<file path="config.mk">
export PLATFORM = sky130hd
export DESIGN_NAME = pack_i64_stream
export DESIGN_NICKNAME = d
export VERILOG_FILES = /design/src/rtl/pack_i64_stream.sv
export SDC_FILE = /design/constraint.sdc
export NUM_CORES = 1
export LEC_CHECK = 0
export CAP_MARGIN = 20
export CORE_UTILIZATION = 45
export DETAILED_ROUTE_END_ITERATION = 16
export PLACE_DENSITY = 0.72
export SLEW_MARGIN = 0
export SYNTH_ARGS = -nofsm -noshare
export SYNTH_HDL_FRONTEND = slang
export SYNTH_SLANG_ARGS = --single-unit
</file>
<file path="constraint.sdc">
create_clock -name clk -period 5.45 [get_ports clk]
set_input_delay 0.8175 -clock clk [delete_from_list [all_inputs] [get_ports clk]]
set_output_delay 0.8175 -clock clk [all_outputs]
set_load 0.01 [all_outputs]
</file>
<file path="src/rtl/pack_i64_stream.sv">
// LEB128 stream encoder. It accepts one 64-bit value per handshake and emits
// the encoding one byte per cycle, low group first. Bit 7 of each byte is the
// continuation flag. SIGNED selects sLEB128 (1) or unsigned LEB128 (0).
module pack_i64_stream #(
  parameter bit SIGNED = 1'b1
) (
  input  logic        clk,
  input  logic        rst_n,
  input  logic        i_valid,
  output logic        i_ready,
  input  logic [63:0] i_data,
  output logic        o_valid,
  input  logic        o_ready,
  output logic [7:0]  o_data,
  output logic        o_last,
  output logic [3:0]  o_idx,
  output logic [3:0]  o_len
);

  typedef enum logic {IDLE, EMIT} state_t;

  state_t      state, state_nxt;
  logic [63:0] sr;
  logic [63:0] rem;
  logic [6:0]  grp;
  logic [3:0]  idx, len, len_calc;
  logic        last, emit, done, accept;

  // Byte count is the smallest k for which the value fits in 7*k bits.
  // Signed: every bit from 7k-1 upward must copy the sign bit.
  // Unsigned: every bit from 7k upward must be zero.
  function automatic logic [3:0] calc_len(input logic [63:0] v);
    logic [3:0]  n;
    logic [63:0] hi;
    n = 4'd10;
    for (int k = 9; k >= 1; k--) begin
      if (SIGNED) begin
        hi = $signed(v) >>> (7 * k - 1);
        if (hi == '0 || hi == '1) n = 4'(k);
      end else begin
        hi = v >> (7 * k);
        if (hi == '0) n = 4'(k);
      end
    end
    return n;
  endfunction

  assign grp      = sr[6:0];
  assign len_calc = calc_len(i_data);
  assign emit     = (state == EMIT);
  assign done     = emit & o_ready & last;
  // A value can be taken in the cycle that the previous value's last byte
  // leaves, so consecutive values stream with no gap.
  assign i_ready  = ~emit | done;
  assign accept   = i_valid & i_ready;

  // Form the current group and decide whether it terminates the value.
  always_comb begin
    rem  = '0;
    last = 1'b0;
    if (SIGNED) begin
      rem  = $signed(sr) >>> 7;
      last = (rem == '0 && !grp[6]) || (rem == '1 && grp[6]);
    end else begin
      rem  = sr >> 7;
      last = (rem == '0);
    end
    // Ten groups cover 70 bits. Index 9 must therefore close the value.
    if (idx == 4'd9) last = 1'b1;
  end

  // FSM next state.
  always_comb begin
    state_nxt = state;
    case (state)
      IDLE:    if (accept) state_nxt = EMIT;
      EMIT:    if (done)   state_nxt = accept ? EMIT : IDLE;
      default: state_nxt = IDLE;
    endcase
  end

  // State register.
  always_ff @(posedge clk or negedge rst_n) begin
    if (!rst_n) state <= IDLE;
    else        state <= state_nxt;
  end

  // Datapath. Load the value on accept and shift one group per handshake.
  always_ff @(posedge clk or negedge rst_n) begin
    if (!rst_n) begin
      sr  <= '0;
      idx <= '0;
      len <= '0;
    end else if (accept) begin
      sr  <= i_data;
      idx <= '0;
      len <= len_calc;
    end else if (emit && o_ready && !last) begin
      sr  <= rem;
      idx <= idx + 4'd1;
    end
  end

  assign o_valid = emit;
  assign o_data  = emit ? {~last, grp} : 8'h00;
  assign o_last  = emit & last;
  assign o_idx   = emit ? idx : 4'd0;
  assign o_len   = emit ? len : 4'd0;

endmodule
</file>
==> results.txt <==
count of state elements after synthesis - 73
skew final - 11.9 ps
clock tree buffer depth - 2
final worst path period need - 3910 ps
via/cell ratio - 5.93
setup tns final - 0 ps
global-route wire length before repair - 20100 µm
detailed placement HPWL - 9080 µm
Worst setup EP type - primary output
Final GP Congestion - 0.899
fin util - 59.0%
TritonCTS clock tree - done
clock sink total - 73
Min-Delay Startpoint - len[2]
Adder-Cell Fraction of Synth Area - 1.16%
RSZ-0062 raised after global routing - no
syn avg cell area - 9.03 µm²
CORE AREA - 0.00924 mm²
die height - 99.8 µm
cts bufs inserted - 9
mapped cell area - 0.00431 mm²
Worst Max-Slew Pin Slew - 1070 ps
First DRT Iteration DRCs - 300
clock-pin slew on the worst setup and hold paths - 80 ps
final worst-path cycle share - 71.7%
Final Max Tran Viols - 0
endpoints failing setup - 0
post-synthesis compound-gate area fraction - 11.5%
Post-Syn Nets - 549
kind of critical path - reg2out
Syn. warnings - 0
initial core utilization - 46.6%
ANT cells - 0
Synth Instances - 477
CP cell instances - nor4_1 > nand4_1 > or4_1 > and3_1 > nand2_1 > and2_1 > clkdlybuf4s50_1
all-layer global routing usage - 26.1%
post-route met1 wirelength - 5620 µm
WP data required - 4630 ps
asr flop ratio synth - 100%
gr ovfl total - 0
reg2reg setup slack - 2140 ps
max layer used - met4
Reg2Reg Capture Point - sr[41]
Slew HR - 27.9%
Die Area - 0.00997 mm²
H-Tree Depth - 3
crit start category - register
Top Ports - 87
pin count of the biggest net entering global routing - 78
Synth cell types - 43
metal3 WL - 669 µm
crit path max-delay cell type - or4_1
post-CTS setup buffer count - 0
Area growth syn-to-layout - 26.6%
largest family of logic cells by synthesized area - simple AND/OR/NAND/NOR gates
WHS Endpoint - len[2]
DR pass1 iterations - 4
CTS root buf - clkbuf_8
final WL - 12400 µm
CP max stage delay - 620 ps
sequential element share of the synthesized area - 42.4%
placement row count - 35
CP top delay family - simple AND/OR/NAND/NOR gates
reg2reg start - sr[12]
detailed-route DRC error count - 0
vias in the first global route - 3936
post-CTS resize count - 0
critical-path maximum fanout - 7
Worst-Skew Late Latency - 360 ps
Port Buffers - 86
final hold violations - 0
total number of vias - 4067
Max IR drop VDD - 0.165 mV
Antenna Nets Post-Route - 0
Worst Path Arrival - 3090 ps
max-cap violation count - 0
worst hold path class - reg2reg
PwrDens - 412 mW/mm²
Max Clk Rate - 0.256 GHz
non-filler cells, final - 686
outcome - complete, no violations
die width - 99.8 µm
FF-to-FF path depth - 7
Leakage - 2.18 nW
Buf+Inv Stages, Crit Path - 1
hold_buf cts - 0
WHS Path Cells - 2
Top FF cell, synth - dfrtp_1
initial antenna violation count - 0
dpl cells - 670
routed wl met2 - 5930 µm
layout cells sized above 1 - 4.49%
xor and xnor area share after synthesis - 0.407%
post-synthesis mux area share - 14.2%
EDFF count, synth - 0
DR WL/cell - 18.1 µm
Final nets - 624
Post-Synth Simple-Gate Area - 26.7%
[kinds of logic after synthesis]
kind of cell,count (synthesis)
adder cells (fa/ha/maj),4
XOR/XNOR,2
AND/OR/NAND/NOR,222
multiplexers,61
AO/OA/AOI/OAI,84
flip-flops,73
buffers and inverters,31
[Yosys cell counts (2+ instances only)]
cell,count,area share (%)
nand2_1,78,6.8
dfrtp_1,73,42
o21ai_0,65,7.6
mux2i_1,61,14
nand4_1,33,4.8
nor4_1,29,4.2
nand3_1,21,2.4
and2_1,16,2.3
buf_2,15,1.7
nor2_1,11,0.96
nor3_1,10,1.2
clkbuf_1,7,0.61
and3_1,5,0.73
inv_1,5,0.44
or4_1,5,0.87
ha_1,4,1.2
buf_4,3,0.52
a21oi_1,2,0.23
a22o_1,2,0.41
a41oi_1,2,0.41
and4_1,2,0.41
nand2b_1,2,0.29
nand3b_1,2,0.35
nor4b_1,2,0.41
o221a_2,2,0.52
or2_2,2,0.29
xor2_1,2,0.41
[sequential cells by signal (all words and copies together) (netlist names)]
signal	flops
idx	4
len	4
o_valid	1
sr	64
[metrics by stage]
step	setup WS (ps)	cell area (µm²)	hold slack (ps)	total power [mW]
final	1540	5460	495	2.25
after global routing	1370	5460	539	2.39
after CTS	1550	5460	505	2.24
after detailed placement	1930	5250	488	1.78
after global placement	1930	5250	480	1.76
after floorplan	2840	4310	449	1.42
[worst min-delay path, stage by stage, from the launching register on]
cell	delay, ps
dfrtp_1	350
nand2_1	60
o31ai_2	50
[cell usage in the layout (no fill, tap or decap), drive strengths merged, types with 2 or more instances in the layout]
master         instances
a21oi                  2
a22o                   2
a41oi                  2
and2                  16
and3                   5
and4                   2
buf                    5
bufinv                 2
clkbuf                13
clkdlybuf4s50         85
dfrtp                 73
ha                     4
inv                    5
mux2i                 61
nand2                 78
nand2b                 2
nand3                 21
nand3b                 2
nand4                 33
nor2                  11
nor3                  10
nor4                  29
nor4b                  2
o21ai                 65
o221a                  2
or2                    2
or3                    2
or4                    5
xor2                   2
[metal layers]
layer	GRT usage, %	vias up
met5	0	-
met4	10.1	0
met3	4.18	22
met2	42.5	127
met1	34.9	1984
li1	-	1934
[worst max path at each step]
stage / from / end / slack (ps) / cells past startpoint
floorplan: sr[51] / i_ready / 2840 / 7
global placement: o_ready / sr[34] / 1930 / 7
detailed placement: o_ready / sr[41] / 1930 / 7
CTS: sr[12] / i_ready / 1550 / 7
global route: sr[63] / i_ready / 1370 / 7
finish: sr[12] / i_ready / 1540 / 7
[cell type report]
type | instances | area [µm²]
fillers | 875 | 3780
multi-input cells | 373 | 2360
flip-flops and latches | 73 | 1830
repair buffers | 90 | 886
well taps | 129 | 161
clock buffers | 13 | 139
clock inverters | 3 | 65.1
inverters | 5 | 18.8
[power breakdown]
part | switching (mW) | internal (mW) | leakage, nW
combinational | 0.330 | 0.396 | 1.16
clock | 0.207 | 0.258 | 0.102
sequential | 0.286 | 0.771 | 0.925
total | 0.823 | 1.42 | 2.18
Note: power is estimated with default switching activity, not from simulation.
